`config.mk`:
```
export PLATFORM = sky130hd
export DESIGN_NAME = flash_read_responder
export DESIGN_NICKNAME = d
export VERILOG_FILES = /design/src/rtl/flash_resp_pkg.sv /design/src/rtl/flash_resp_delay.sv /design/src/rtl/flash_read_responder.sv
export SDC_FILE = /design/constraint.sdc
export NUM_CORES = 1
export LEC_CHECK = 0
export ABC_AREA = 1
export CAP_MARGIN = 5
export CORE_MARGIN = 8
export CORE_UTILIZATION = 40
export DETAILED_ROUTE_END_ITERATION = 8
export PLACE_DENSITY_LB_ADDON = 0.05
export SLEW_MARGIN = 0
export SYNTH_ARGS = -nofsm -noshare
export SYNTH_HDL_FRONTEND = slang
export SYNTH_HIERARCHICAL = 1
export SYNTH_SLANG_ARGS = --single-unit
```
`constraint.sdc`:
```
create_clock -name clk -period 2.2 [get_ports clk]
set_input_delay 0.44 -clock clk [delete_from_list [all_inputs] [get_ports clk]]
set_output_delay 0.44 -clock clk [all_outputs]
set_load 0.03 [all_outputs]
```
`src/rtl/flash_resp_pkg.sv`:
```
// Shared types and constants for the flash read responder.
// Optional byte masking of returned data is enabled with FLASH_RESP_BYTEMASK_EN.
package flash_resp_pkg;

  typedef enum logic [1:0] {
    ST_IDLE   = 2'd0,
    ST_WAIT   = 2'd1,
    ST_ACCEPT = 2'd2
  } state_e;

  localparam int DEF_ADDR_W      = 23;
  localparam int DEF_WAIT_STATES = 2;
  localparam int DEF_LATENCY     = 3;
  localparam int DEF_MAX_PENDING = 4;

  // Pending count must hold 0..8; wait counter must hold 0..14.
  localparam int PEND_W = 4;
  localparam int WCNT_W = 4;

  function automatic logic [31:0] byte_mask(input logic [3:0] be);
    return {{8{be[3]}}, {8{be[2]}}, {8{be[1]}}, {8{be[0]}}};
  endfunction

endpackage

```
`src/rtl/flash_resp_delay.sv`:
```
// Valid/data delay line of STAGES registers; STAGES=0 is a straight wire.
// Used to stretch the 1-cycle ROM latency up to the configured read latency.
module flash_resp_delay #(
  parameter int STAGES = 2,
  parameter int DW     = 32
) (
  input  logic          clk,
  input  logic          rst_n,
  input  logic          in_valid,
  input  logic [DW-1:0] in_data,
  output logic          out_valid,
  output logic [DW-1:0] out_data
);

  generate
    if (STAGES == 0) begin : g_pass
      logic unused_clk_rst;
      assign unused_clk_rst = clk ^ rst_n;
      assign out_valid      = in_valid;
      assign out_data       = in_data;
    end else begin : g_pipe
      logic [STAGES-1:0] valid_q, valid_d;
      logic [DW-1:0]     data_q [STAGES];
      logic [DW-1:0]     data_d [STAGES];

      always_comb begin
        valid_d[0] = in_valid;
        data_d[0]  = in_data;
        for (int i = 1; i < STAGES; i++) begin
          valid_d[i] = valid_q[i-1];
          data_d[i]  = data_q[i-1];
        end
      end

      always_ff @(posedge clk or negedge rst_n) begin
        if (!rst_n) begin
          valid_q <= '0;
          for (int i = 0; i < STAGES; i++) data_q[i] <= '0;
        end else begin
          valid_q <= valid_d;
          for (int i = 0; i < STAGES; i++) data_q[i] <= data_d[i];
        end
      end

      assign out_valid = valid_q[STAGES-1];
      assign out_data  = data_q[STAGES-1];
    end
  endgenerate

endmodule

```
`src/rtl/flash_read_responder.sv`:
```
// Avalon-style pipelined read responder in front of a 1-cycle synchronous ROM.
// Define FLASH_RESP_BYTEMASK_EN to zero returned bytes whose byteenable bit was 0.
module flash_read_responder
  import flash_resp_pkg::*;
#(
  parameter int ADDR_W      = DEF_ADDR_W,
  parameter int WAIT_STATES = DEF_WAIT_STATES,
  parameter int LATENCY     = DEF_LATENCY,
  parameter int MAX_PENDING = DEF_MAX_PENDING
) (
  input  logic              clk,
  input  logic              rst_n,
  input  logic              flsh_read,
  input  logic [ADDR_W-1:0] flsh_address,
  input  logic [3:0]        flsh_byteenable,
  output logic              flsh_waitrequest,
  output logic [31:0]       flsh_readdata,
  output logic              flsh_readdatavalid,
  output logic [ADDR_W-1:0] mem_addr,
  input  logic [31:0]       mem_rddata,
  output logic              err_abort
);

`ifdef FLASH_RESP_BYTEMASK_EN
  localparam int DW = 36;
  logic [3:0] be_q, be_d;
`else
  localparam int DW = 32;
  logic unused_be;
  assign unused_be = ^flsh_byteenable;
`endif

  state_e              state_q, state_d;
  logic [WCNT_W-1:0]   wcnt_q, wcnt_d;
  logic [PEND_W-1:0]   pend_q, pend_d;
  logic [ADDR_W-1:0]   addr_q, addr_d;
  logic                err_q, err_d;
  logic                rom_vld_q, rom_vld_d;
  logic                accept;
  logic                line_vld;
  logic [DW-1:0]       line_in, line_out;

  assign accept = (state_q == ST_ACCEPT);

  // Address and byteenable are captured on entry to ACCEPT, so the ROM sees the
  // address during the acceptance cycle and its data lands one cycle later.
  always_comb begin
    state_d   = state_q;
    wcnt_d    = wcnt_q;
    addr_d    = addr_q;
    err_d     = err_q;
    rom_vld_d = accept;
`ifdef FLASH_RESP_BYTEMASK_EN
    be_d      = be_q;
`endif
    case (state_q)
      ST_IDLE: begin
        if (flsh_read && (pend_q < PEND_W'(MAX_PENDING))) begin
          if (WAIT_STATES == 0) begin
            state_d = ST_ACCEPT;
            addr_d  = flsh_address;
`ifdef FLASH_RESP_BYTEMASK_EN
            be_d    = flsh_byteenable;
`endif
          end else begin
            state_d = ST_WAIT;
            wcnt_d  = WCNT_W'(WAIT_STATES - 1);
          end
        end
      end
      ST_WAIT: begin
        if (!flsh_read) begin
          state_d = ST_IDLE;
          err_d   = 1'b1;
        end else if (wcnt_q == '0) begin
          state_d = ST_ACCEPT;
          addr_d  = flsh_address;
`ifdef FLASH_RESP_BYTEMASK_EN
          be_d    = flsh_byteenable;
`endif
        end else begin
          wcnt_d = wcnt_q - 1'b1;
        end
      end
      default: state_d = ST_IDLE;
    endcase

    pend_d = pend_q;
    if (accept && !line_vld) begin
      pend_d = pend_q + 1'b1;
    end else if (!accept && line_vld && (pend_q != '0)) begin
      pend_d = pend_q - 1'b1;
    end
  end

  always_ff @(posedge clk or negedge rst_n) begin
    if (!rst_n) begin
      state_q   <= ST_IDLE;
      wcnt_q    <= '0;
      pend_q    <= '0;
      addr_q    <= '0;
      err_q     <= 1'b0;
      rom_vld_q <= 1'b0;
`ifdef FLASH_RESP_BYTEMASK_EN
      be_q      <= '0;
`endif
    end else begin
      state_q   <= state_d;
      wcnt_q    <= wcnt_d;
      pend_q    <= pend_d;
      addr_q    <= addr_d;
      err_q     <= err_d;
      rom_vld_q <= rom_vld_d;
`ifdef FLASH_RESP_BYTEMASK_EN
      be_q      <= be_d;
`endif
    end
  end

`ifdef FLASH_RESP_BYTEMASK_EN
  assign line_in = {be_q, mem_rddata};
`else
  assign line_in = mem_rddata;
`endif

  flash_resp_delay #(
    .STAGES (LATENCY - 1),
    .DW     (DW)
  ) u_delay (
    .clk       (clk),
    .rst_n     (rst_n),
    .in_valid  (rom_vld_q),
    .in_data   (line_in),
    .out_valid (line_vld),
    .out_data  (line_out)
  );

`ifdef FLASH_RESP_BYTEMASK_EN
  assign flsh_readdata = line_vld ? (line_out[31:0] & byte_mask(line_out[35:32])) : 32'h0;
`else
  assign flsh_readdata = line_vld ? line_out : 32'h0;
`endif

  assign flsh_readdatavalid = line_vld;
  assign flsh_waitrequest   = !accept;
  assign mem_addr           = addr_q;
  assign err_abort          = err_q;

endmodule
```
==> results of run 1 <==
-- power by group through the flow --
stage               registers (mW)  clock network (mW)  logic, mW
finish                        2.38                1.19       1.78
global route                  2.42                1.31       1.97
CTS                           2.38                1.25       1.81
detailed placement            2.41                   0       1.81
global placement              2.40                   0       1.78
floorplan                     2.77                   0      0.694
-- per-stage QoR --
step           area [µm²]  power, mW   util  setup WS (ps)  hold WS (ps)
4_1_cts              4880       5.44  0.571           81.0           343
2_1_floorplan        3470       3.46      -            353           144
6_report             4880       5.35  0.571            122           342
5_1_grt              4880       5.71  0.571           43.6           355
3_5_place_dp         4660       4.21  0.545            352           335
3_3_place_gp         4660       4.18  0.545            383           331
-- placed cells by master, fill, tap and decap left out, types with 3 or more instances in the layout --
cell type,count
buf_4,37
clkbuf_8,10
clkdlybuf4s50_1,81
clkinvlp_4,4
dfrtp_1,101
ha_1,4
inv_1,42
inv_2,3
nand2_1,136
nand3_1,6
nor2_1,4
nor2_2,3
xor2_1,3
-- sequential cells by signal, summed over array words and instances, names as in the netlist --
name and count:
u_delay/g_pipe.valid_q 2, wcnt_q 4, u_delay/g_pipe.data_d 32, rom_vld_q 1, state_q 2, pend_q 4
err_abort 1, u_delay/out_data 32, mem_addr 23
-- synthesized netlist by cell type --
cell	count	area, µm²
nand4_1	1	6.26
dfrtp_1	101	2530
inv_2	3	11.3
or2_0	1	6.26
buf_8	1	15.0
o21bai_1	1	7.51
buf_6	1	11.3
a21oi_1	1	5.00
fa_1	1	20.0
inv_6	1	8.76
clkbuf_1	3	11.3
or2_2	1	6.26
inv_1	42	158
buf_2	3	15.0
nor2_1	4	15.0
nor2_2	3	18.8
nand2_1	136	510
nand3_1	6	30.0
ha_1	4	50.1
nand2_4	1	11.3
xor2_1	3	26.3
-- what timing repair did --
item                                    4_1_cts  5_1_grt
endpoints found under the hold margin         1        0
hold buffers                                  1        0
endpoints found under the setup margin        0        0
-- metal layers --
| metal | vias to the layer above | track usage | routed length [µm] |
|---|---|---|---|
| met5 | - | 0 | 0 |
| met2 | 77 | 0.198 | 3260 |
| met4 | 0 | 0.0616 | 125 |
| met1 | 1088 | 0.158 | 3140 |
| met3 | 10 | 0.0585 | 793 |
| li1 | 1168 | - | - |
-- worst max-delay path, stage by stage, from the launching register on --
cell	delay, ps
dfrtp_1	410
inv_1	110
nor2_2	60
inv_1	50
clkdlybuf4s50_1	660
-- logic make-up after synthesis --
group	count (synthesis)
adder cells (fa/ha/maj)	5
AND/OR/NAND/NOR	153
XOR/XNOR	3
AO/OA/AOI/OAI	2
flip-flops	101
buffers and inverters	54
-- area by class of cell --
type                       count  area [µm²]
sequential                   101        2530
clock buffer                  10         138
multi-input combinational    163         713
fill                         757        3670
inverter                      46         178
timing repair buffer         120        1120
tap                          108         135
clock inverter                 6        71.3
-- path summary, 6_finish.rpt --
| check | start | endpoint | slack [ps] |
|---|---|---|---|
| max in group asynchronous | rst_n | mem_addr[18] | 1020 |
| min in group asynchronous | rst_n | mem_addr[16] | 540 |
| min reg2reg | u_delay/g_pipe.data_d[7] | u_delay/out_data[7] | 340 |
| max | state_q[1] | flsh_waitrequest | 120 |
| min | u_delay/g_pipe.data_d[7] | u_delay/out_data[7] | 340 |
| max reg2reg | state_q[1] | pend_q[3] | 370 |
==> metrics.cfg, run 1 <==
[outcome]
status = finished, final reports clean

[pwr]
p_clk_frac = 0.223
ir_drop_v = 0.000595
switching_share = 0.350
p_switching_mw = 1.87
p_int_mw = 3.48
p_comb_frac = 0.332
p_per_area_nw_per_um2 = 1100
leakagePower_nw = 2.61
p_seq_frac = 0.445

[cts]
htree_levels = 3
cts_tree = yes
cts_buffer_depth = 2
cts_setup_buffers = 0
cts.sinks = 101
cts_made_buffers = 9
cts-root-buf = clkbuf_8
cts.reportedPaths.clkPinSlew_ps = 100
ctsResizeCount = 0
clk_latency_ps = 350

[synth]
syn_avg_cell_area_um2 = 10.9
synthXorXnorAreaFrac = 0.00757
synth_compound_area_frac = 0.00360
synth.yosys.seq_area_share = 0.728
synth_fa_ha_area_frac = 0.0202
synthDistinctLibCells = 21
yosys.area_share.simple = 0.174
syn_area_um2 = 3470
synth_mux_area_frac = 0
postSynthRegisterBits = 101
synthCells = 318
synth_nets = 385
ys_warn_count = 6
synth_top_family_by_area = simple AND/OR/NAND/NOR gates

[die]
start_util = 0.406
num_rows = 34
die_x_um = 109
fp.dieArea_um2 = 11900
io_pins = 120
core_region_area_um2 = 8550
dieHeight_um = 109

[timing]
tightest_slew_ps = 403
final.min_clock_period_ps = 2080
max-slew-margin-rel = 0.732
setup_viol = 0
skew_ps = 10.3
hold_violations = 0
max_freq_mhz = 481
tns_ps = 0
finalMaxSlewViolations = 0
final.period_utilization = 0.945
rsz0062_at_grt = false

[worst_setup_path]
reg2reg_depth = 9
cp-end-kind = output port
cp_max_fo = 3
crit_type = flop to output port
required_ps = 1760
arrival_ps = 1640
start_kind = flop

[route]
vias = 2343
drc = 0
drtIter0Drc = 91
vias_per_cell = 4.23
ant_nets = 0
routed_wl_mm = 7.32
drt_pre_antenna_iters = 4
wl_per_cell_um = 13.2

[finish]
drive_above_1_share = 0.141
area_growth_pct = 40.6
fin_cells = 554
antennaDiodeCount = 0
num-nets-final = 508

[min_path]
worstHoldPathType = flop to flop
hold_depth = 0

[placement]
dp_cells = 537
place_congestion = 0.779
io_buffer_count = 115
hpwl_mm = 5.19

[global_routing]
grt_pass1_vias = 2391
grt_max_degree = 54
grt_antenna_before_repair = 0
grt_first_pass_wirelength_mm = 11.9
grt_remaining_overflow = 0
grt_use_total = 0.131

[flow_run]
drv_cap = 0

(Power assumes the default switching activity.)
==> run 2: changes to the inputs <==
Settings changed: CORE_UTILIZATION 40 to 45, GPL_ROUTABILITY_DRIVEN set to 0.
==> metrics.cfg, run 2 (same netlist as run 1, synthesis figures left out) <==
[min_path]
hold_depth = 0
worstHoldPathType = flop to flop

[route]
wl_met2_mm = 2.93
routed-wl-met3_um = 665
routed.top_layer = met4
vias_per_cell = 4.24
drtIter0Drc = 57
wl_per_cell_um = 12.6
routed_wl_mm = 6.90
drt_pre_antenna_iters = 4
drc = 0
ant_nets = 0
wl_met1_mm = 3.19
vias = 2318

[die]
io_pins = 120
start_util = 0.456
die_x_um = 104
fp.dieArea_um2 = 10800
num_rows = 32
dieHeight_um = 104
core_region_area_um2 = 7610

[worst_setup_path]
required_ps = 1760
crit_type = flop to output port
cp-end-kind = output port
arrival_ps = 1640
start_kind = flop
slowest_delay_ps = 660
cp_slowest_cell = clkdlybuf4s50_1
crit_chain = inv_1 > nor2_2 > inv_1 > clkdlybuf4s50_1
critPathMostFrequentCell = inv_1
cp_max_fo = 3
reg2reg_depth = 9

[placement]
hpwl_mm = 4.92
dp_cells = 530
placed_area_um2 = 4670
io_buffer_count = 115

[finish]
antennaDiodeCount = 0
layout_common_cells = nand2_1 (136), dfrtp_1 (101), clkdlybuf4s50_1 (81)
area_growth_pct = 40.3
final_common_cell = nand2_1
fin_cells = 547
drive_above_1_share = 0.139
num-nets-final = 507
final_area_um2 = 4870

[timing]
setup_viol = 0
finalMaxSlewViolations = 0
tightest_slew_ps = 354
rsz0062_at_grt = false
tns_ps = 0
final.period_utilization = 0.947
hold_violations = 0
skew_ps = 5.92
final.min_clock_period_ps = 2080
max-slew-margin-rel = 0.763
max_freq_mhz = 480

[global_routing]
grt_use_total = 0.135
grt_antenna_before_repair = 0
grt_pass1_vias = 2355
grt_first_pass_wirelength_mm = 11.7
grt_max_degree = 49
grt_remaining_overflow = 0

[cts]
htree_levels = 3
clk_latency_ps = 350
cts-root-buf = clkbuf_8
cts_tree = yes
cts.sinks = 101
cts_made_buffers = 9
cts.reportedPaths.clkPinSlew_ps = 100
cts_buffer_depth = 2

[flow_run]
drv_cap = 0

[pwr]
ir_drop_v = 0.000718
p_per_area_nw_per_um2 = 1080
leakagePower_nw = 2.62

[outcome]
status = finished, final reports clean

==> run 2: timing repair <==
action                                 4_1_cts  5_1_grt
hold buffers                                 1        0
resized for setup                            0        0
buffers inserted                             0        0
endpoints found under the hold margin       20        0
==> run 2: worst max-delay path: cells and delay by family, from the launching register on <==
| kind | cells | cell delay (ps) |
|---|---|---|
| AND/OR/NAND/NOR | 1 | 60 |
| flip-flops | 1 | 420 |
| buffers and inverters | 3 | 820 |
==> run 2: final cells by class <==
| cell class | count | area, µm² |
|---|---|---|
| inverter | 46 | 178 |
| clock inverter | 7 | 65.1 |
| multi-input combinational | 163 | 713 |
| fill | 627 | 2740 |
| clock buffer | 9 | 124 |
| tap | 102 | 128 |
| sequential | 101 | 2530 |
| timing repair buffer | 119 | 1140 |
==> run 2: final timing paths <==
path	from	slack, ps	endpoint
max	state_q[1]	120	flsh_waitrequest
min in group asynchronous	rst_n	510	u_delay/g_pipe.data_d[25]
min reg2reg	u_delay/g_pipe.data_d[27]	350	u_delay/out_data[27]
max reg2reg	state_q[1]	350	pend_q[3]
max in group asynchronous	rst_n	1150	mem_addr[18]
min	u_delay/g_pipe.data_d[27]	350	u_delay/out_data[27]
==> run 2: metrics by stage <==
step	utilization	power [mW]	worst slack [ps]	hold slack [ps]
2_1_floorplan	-	3.46	353	144
3_3_place_gp	0.614	4.17	408	331
3_5_place_dp	0.614	4.21	364	335
4_1_cts	0.640	5.33	82.7	357
5_1_grt	0.640	5.61	21.0	354
6_report	0.640	5.25	117	354
==> run 2: power by group <==
part	internal [mW]	switching, mW
registers	2.18	0.190
logic	0.734	1.04
clock network	0.439	0.660
==> run 2: routing by layer <==
metal,vias to the layer above,track usage
li1,1170,-
met3,9,0.0663
met5,-,0
met1,1060,0.173
met2,79,0.187
met4,0,0.0589
==> variant 1 (settings of run 1) <==
Build with the macro `FLASH_RESP_BYTEMASK_EN` defined.
--- a/src/rtl/flash_read_responder.sv
+++ b/src/rtl/flash_read_responder.sv
@@ -1,4 +1,6 @@
 // Avalon-style pipelined read responder in front of a 1-cycle synchronous ROM.
 // Define FLASH_RESP_BYTEMASK_EN to zero returned bytes whose byteenable bit was 0.
+`define FLASH_RESP_BYTEMASK_EN
+
 module flash_read_responder
   import flash_resp_pkg::*;
Function: changed (a bounded check fails within 10 cycles, from zero or initial values and one cycle with rst_n low).
==> variant 1 against run 1 <==
Non-clock buffer count rose by 3; design area rose by 15%; power rose by 35%; cell count rose by 12%; sequential cell count rose by 12; setup slack got worse by 0.041 ns; clock power rose by 110%; register-to-register slack got worse by 0.09 ns; synthesized cell count rose by 6.9%; synthesized area rose by 9.3%; via count rose by 11%; count of clock-buffer cells in the layout rose by 11; wire length rose by 13%; critical path depth fell by 3; largest cell class unchanged; highest routed layer unchanged.
==> variant 1: results (changes against run 1) <==
Status
  • Outcome: complete, no violations

Power
  • Cell internal pwr: 4.96 mW (+43%)
  • Peak supply drop: 0.794 mV (+33%)
  • Leak: 2.89 nW (+10%)
  • Tot Pwr: 7.22 mW (+35%)
  • Combinational fraction of design power: 0.259 (-0.073)
  • Power of the clock network: 2.55 mW (+110%)

Worst setup path
  • Slowest Stage Delay on Critical Path: 0.72 ns (+0.06 ns)
  • CP arrival: 1.68 ns (+0.04 ns)

Clock tree
  • Clk_lat worst skew: 0.50 ns (+0.15 ns)
  • H-tree depth: 4 (+1)
  • Clk pin slew, worst setup/hold paths: 0.05 ns (-0.05 ns)
  • Num CTS Buffers: 17 (+8)
  • Post-CTS Resized: 42 (+42)

Placement
  • DP HPWL: 5830 um (+12%)
  • GP Congestion: 0.756 (-3.0%)
  • Dpl cells: 587 (+9.3%)

Logic synthesis
  • Sequential area share after synthesis: 0.745 (+0.0169)
  • Post-synthesis cell type count: 18 (-14%)
  • Synth cell count leaders: nand2_1 (114), dfrtp_1 (113), inv_1 (42)
  • Mapped Cells: 340 (+6.9%)
  • Top post-synthesis cells by area: dfrtp_1 (75%), nand2_1 (11%), inv_1 (4.2%)

Timing
  • Worst Skew: 0.00794 ns (-0.00239 ns)
  • Slew margin rel.: 0.677 (-0.0542)

Final layout
  • Nets: 545 (+7.3%)
  • Finished Layout Cells: 619 (+12%)
  • Fill count: 759 (+0.26%)

Worst hold path
  • Hold_sp: u_delay/g_pipe.data_d[0]$_DFF_PN0_

Drt
  • Total number of vias: 2599 (+11%)

GRT
  • Largest net degree at the start of global routing: 43 (-20%)
variant 1: changes by cell type after synthesis, moves of 2 or more:
cell	before	now
o21ai_0	0	6
nor2_2	3	1
dfrtp_1	101	113
clkbuf_1	3	0
xor2_1	3	1
nor2_1	4	40
nand2_1	136	114
variant 1: logic make-up after synthesis:
| kind of cell | count (synthesis) | synth area share |
|---|---|---|
| AO/OA/AOI/OAI | 8 | 0.0112 |
| XOR/XNOR | 2 | 0.00462 |
| buffers and inverters | 49 | 0.0544 |
| adder cells (fa/ha/maj) | 5 | 0.0185 |
| AND/OR/NAND/NOR | 163 | 0.166 |
| flip-flops | 113 | 0.745 |
variant 1: cell type report:
| class | instances | area (um^2) | area share |
|---|---|---|---|
| inverter | 45 | 174 | 0.0309 |
| timing repair buffer | 123 | 1150 | 0.203 |
| sequential | 113 | 2830 | 0.502 |
| tap | 129 | 161 | 0.0286 |
| multi-input combinational | 178 | 766 | 0.136 |
| clock buffer | 21 | 449 | 0.0797 |
| clock inverter | 10 | 111 | 0.0198 |
variant 1: routing by layer:
layer	track usage	vias up	part of all wire
met3	0.0771	10	0.10
met2	0.206	86	0.47
li1	-	1285	-
met1	0.155	1218	0.42
met4	0.0506	0	0.010
met5	0	-	0
variant 1: path summary, 6_finish.rpt:
path | to | slack, ns | cells after the start
setup / recovery | flsh_readdatavalid | 0.08 | 1
hold / removal | u_delay/out_data[0]$_DFF_PN0_ | 0.34 | 0
setup reg to reg | pend_q[3]$_DFFE_PN0P_ | 0.28 | 10
hold reg to reg | u_delay/out_data[0]$_DFF_PN0_ | 0.34 | 0
max in group asynchronous | u_delay/out_data[23]$_DFF_PN0_ | 1.18 | 3
min in group asynchronous | mem_addr[16]$_DFFE_PN0P_ | 0.44 | 2
==> variant 2 (settings of run 1) <==
Made on the original files. The 3 states of `state_e` get a one-hot encoding in 3 bits.
--- a/src/rtl/flash_resp_pkg.sv
+++ b/src/rtl/flash_resp_pkg.sv
@@ -3,8 +3,8 @@
 package flash_resp_pkg;
 
-  typedef enum logic [1:0] {
-    ST_IDLE   = 2'd0,
-    ST_WAIT   = 2'd1,
-    ST_ACCEPT = 2'd2
+  typedef enum logic [2:0] {
+    ST_IDLE   = 3'b001,
+    ST_WAIT   = 3'b010,
+    ST_ACCEPT = 3'b100
   } state_e;
 
Formal check against the unedited RTL: same outputs for any inputs over 10 cycles, from zero or initial values and one cycle with rst_n low; not proved beyond that.
==> variant 2 against run 1 <==
Synthesized area is 4.7% higher; power is 4.0% lower; sequential cell count is 1 higher; utilization is 0.80 points higher; highest routed layer unchanged; setup slack better by 0.13 ns; critical endpoint unchanged; wire length is 9.2% higher; design area is 3.9% higher; clock power is 11% higher; largest power group unchanged; combinational power is 16% lower.
==> variant 2: results (changes against run 1) <==
Worst setup path
  • CP arrival: 1.51 ns (-0.13 ns)
  • CP Max Fanout: 4 (+1)
  • Worst path slowest cell: dfstp_2
  • Worst R2R Path Depth: 11 (+2)
  • Slowest Stage Delay on Critical Path: 0.57 ns (-0.09 ns)
  • R2R setup slack: 0.28 ns (-0.09 ns)
  • CP delay by family, top: flip-flops

Final layout
  • Share of cells above drive strength 1: 0.157 (+0.0159)
  • Nets: 533 (+4.9%)
  • Finished Layout Cells: 579 (+4.5%)

GRT
  • Largest net degree at the start of global routing: 41 (-24%)
  • First-pass GRT wire length: 13100 um (+9.8%)
  • Grt met3 use: 0.0720 (+0.0135)
  • Number of global-route vias before repair: 2628 (+9.9%)
  • M2 GR Usage: 0.212 (+0.0138)

Placement
  • DP HPWL: 5810 um (+12%)
  • Worst slack, placed: 0.311 ns (-0.0416 ns)
  • GP Congestion: 0.778 (-0.18%)
  • Dpl cells: 563 (+4.8%)

Status
  • Outcome: complete, no violations

Power
  • Sw power: 1.72 mW (-8.2%)
  • Leak: 2.68 nW (+2.3%)
  • PD cells: 1010 nW/um^2 (-7.6%)

Drt
  • Total routed wirelength: 7990 um (+9.2%)
  • Vias/cell: 4.35 (+2.9%)
  • M1 WL: 3380 um (+7.8%)

Logic synthesis
  • Synth cell count leaders: nand2_1 (116), dfrtp_1 (101), inv_1 (43)
  • Net Count, Synth: 410 (+6.5%)
  • Avg Cell Area, Syn: 10.6 um^2 (-2.9%)

Clock tree
  • Post-CTS Resized: 1 (+1)

Timing
  • Slew margin rel.: 0.656 (-0.0759)

Worst hold path
  • Hold Crit Class: in -> async
[variant 2: cell count changes in the layout (fill, tap and decap cells not counted), moves of 4 or more]
| cell | before | now |
|---|---|---|
| nand3_1 | 6 | 11 |
| nand2_2 | 0 | 7 |
| nor2_1 | 4 | 10 |
| clkinvlp_4 | 4 | 0 |
| o21ai_0 | 0 | 24 |
| nand2_1 | 136 | 116 |
[variant 2: worst max-delay path by stage]
stage | from | to | slack (ns) | depth (start not counted)
CTS | state_q[0]$_DFFE_PN1P_ | flsh_waitrequest | 0.22 | 3
global route | state_q[1]$_DFFE_PN0P_ | pend_q[3]$_DFFE_PN0P_ | 0.12 | 11
global placement | state_q[1]$_DFFE_PN0P_ | pend_q[3]$_DFFE_PN0P_ | 0.35 | 11
finish | state_q[0]$_DFFE_PN1P_ | flsh_waitrequest | 0.25 | 3
floorplan | state_q[1]$_DFFE_PN0P_ | pend_q[3]$_DFFE_PN0P_ | 0.38 | 11
detailed placement | state_q[1]$_DFFE_PN0P_ | pend_q[3]$_DFFE_PN0P_ | 0.31 | 11
[variant 2: area by class of cell]
| class | count | area share |
|---|---|---|
| clock inverters | 5 | 0.0175 |
| repair buffers | 122 | 0.223 |
| multi-input cells | 182 | 0.166 |
| well taps | 108 | 0.0266 |
| flip-flops and latches | 102 | 0.503 |
| inverters | 49 | 0.0363 |
| clock buffers | 11 | 0.0279 |
[variant 2: cells by family (layout without fill, tap and decap cells)]
| family | Yosys count | in the layout | share of synthesized area |
|---|---|---|---|
| simple gates | 151 | 151 | 0.175 |
| flops | 102 | 102 | 0.703 |
| buf+inv | 59 | 187 | 0.0664 |
| compound gates | 25 | 25 | 0.0344 |
| fa+ha+maj | 5 | 5 | 0.0193 |
| xor+xnor | 1 | 1 | 0.00241 |
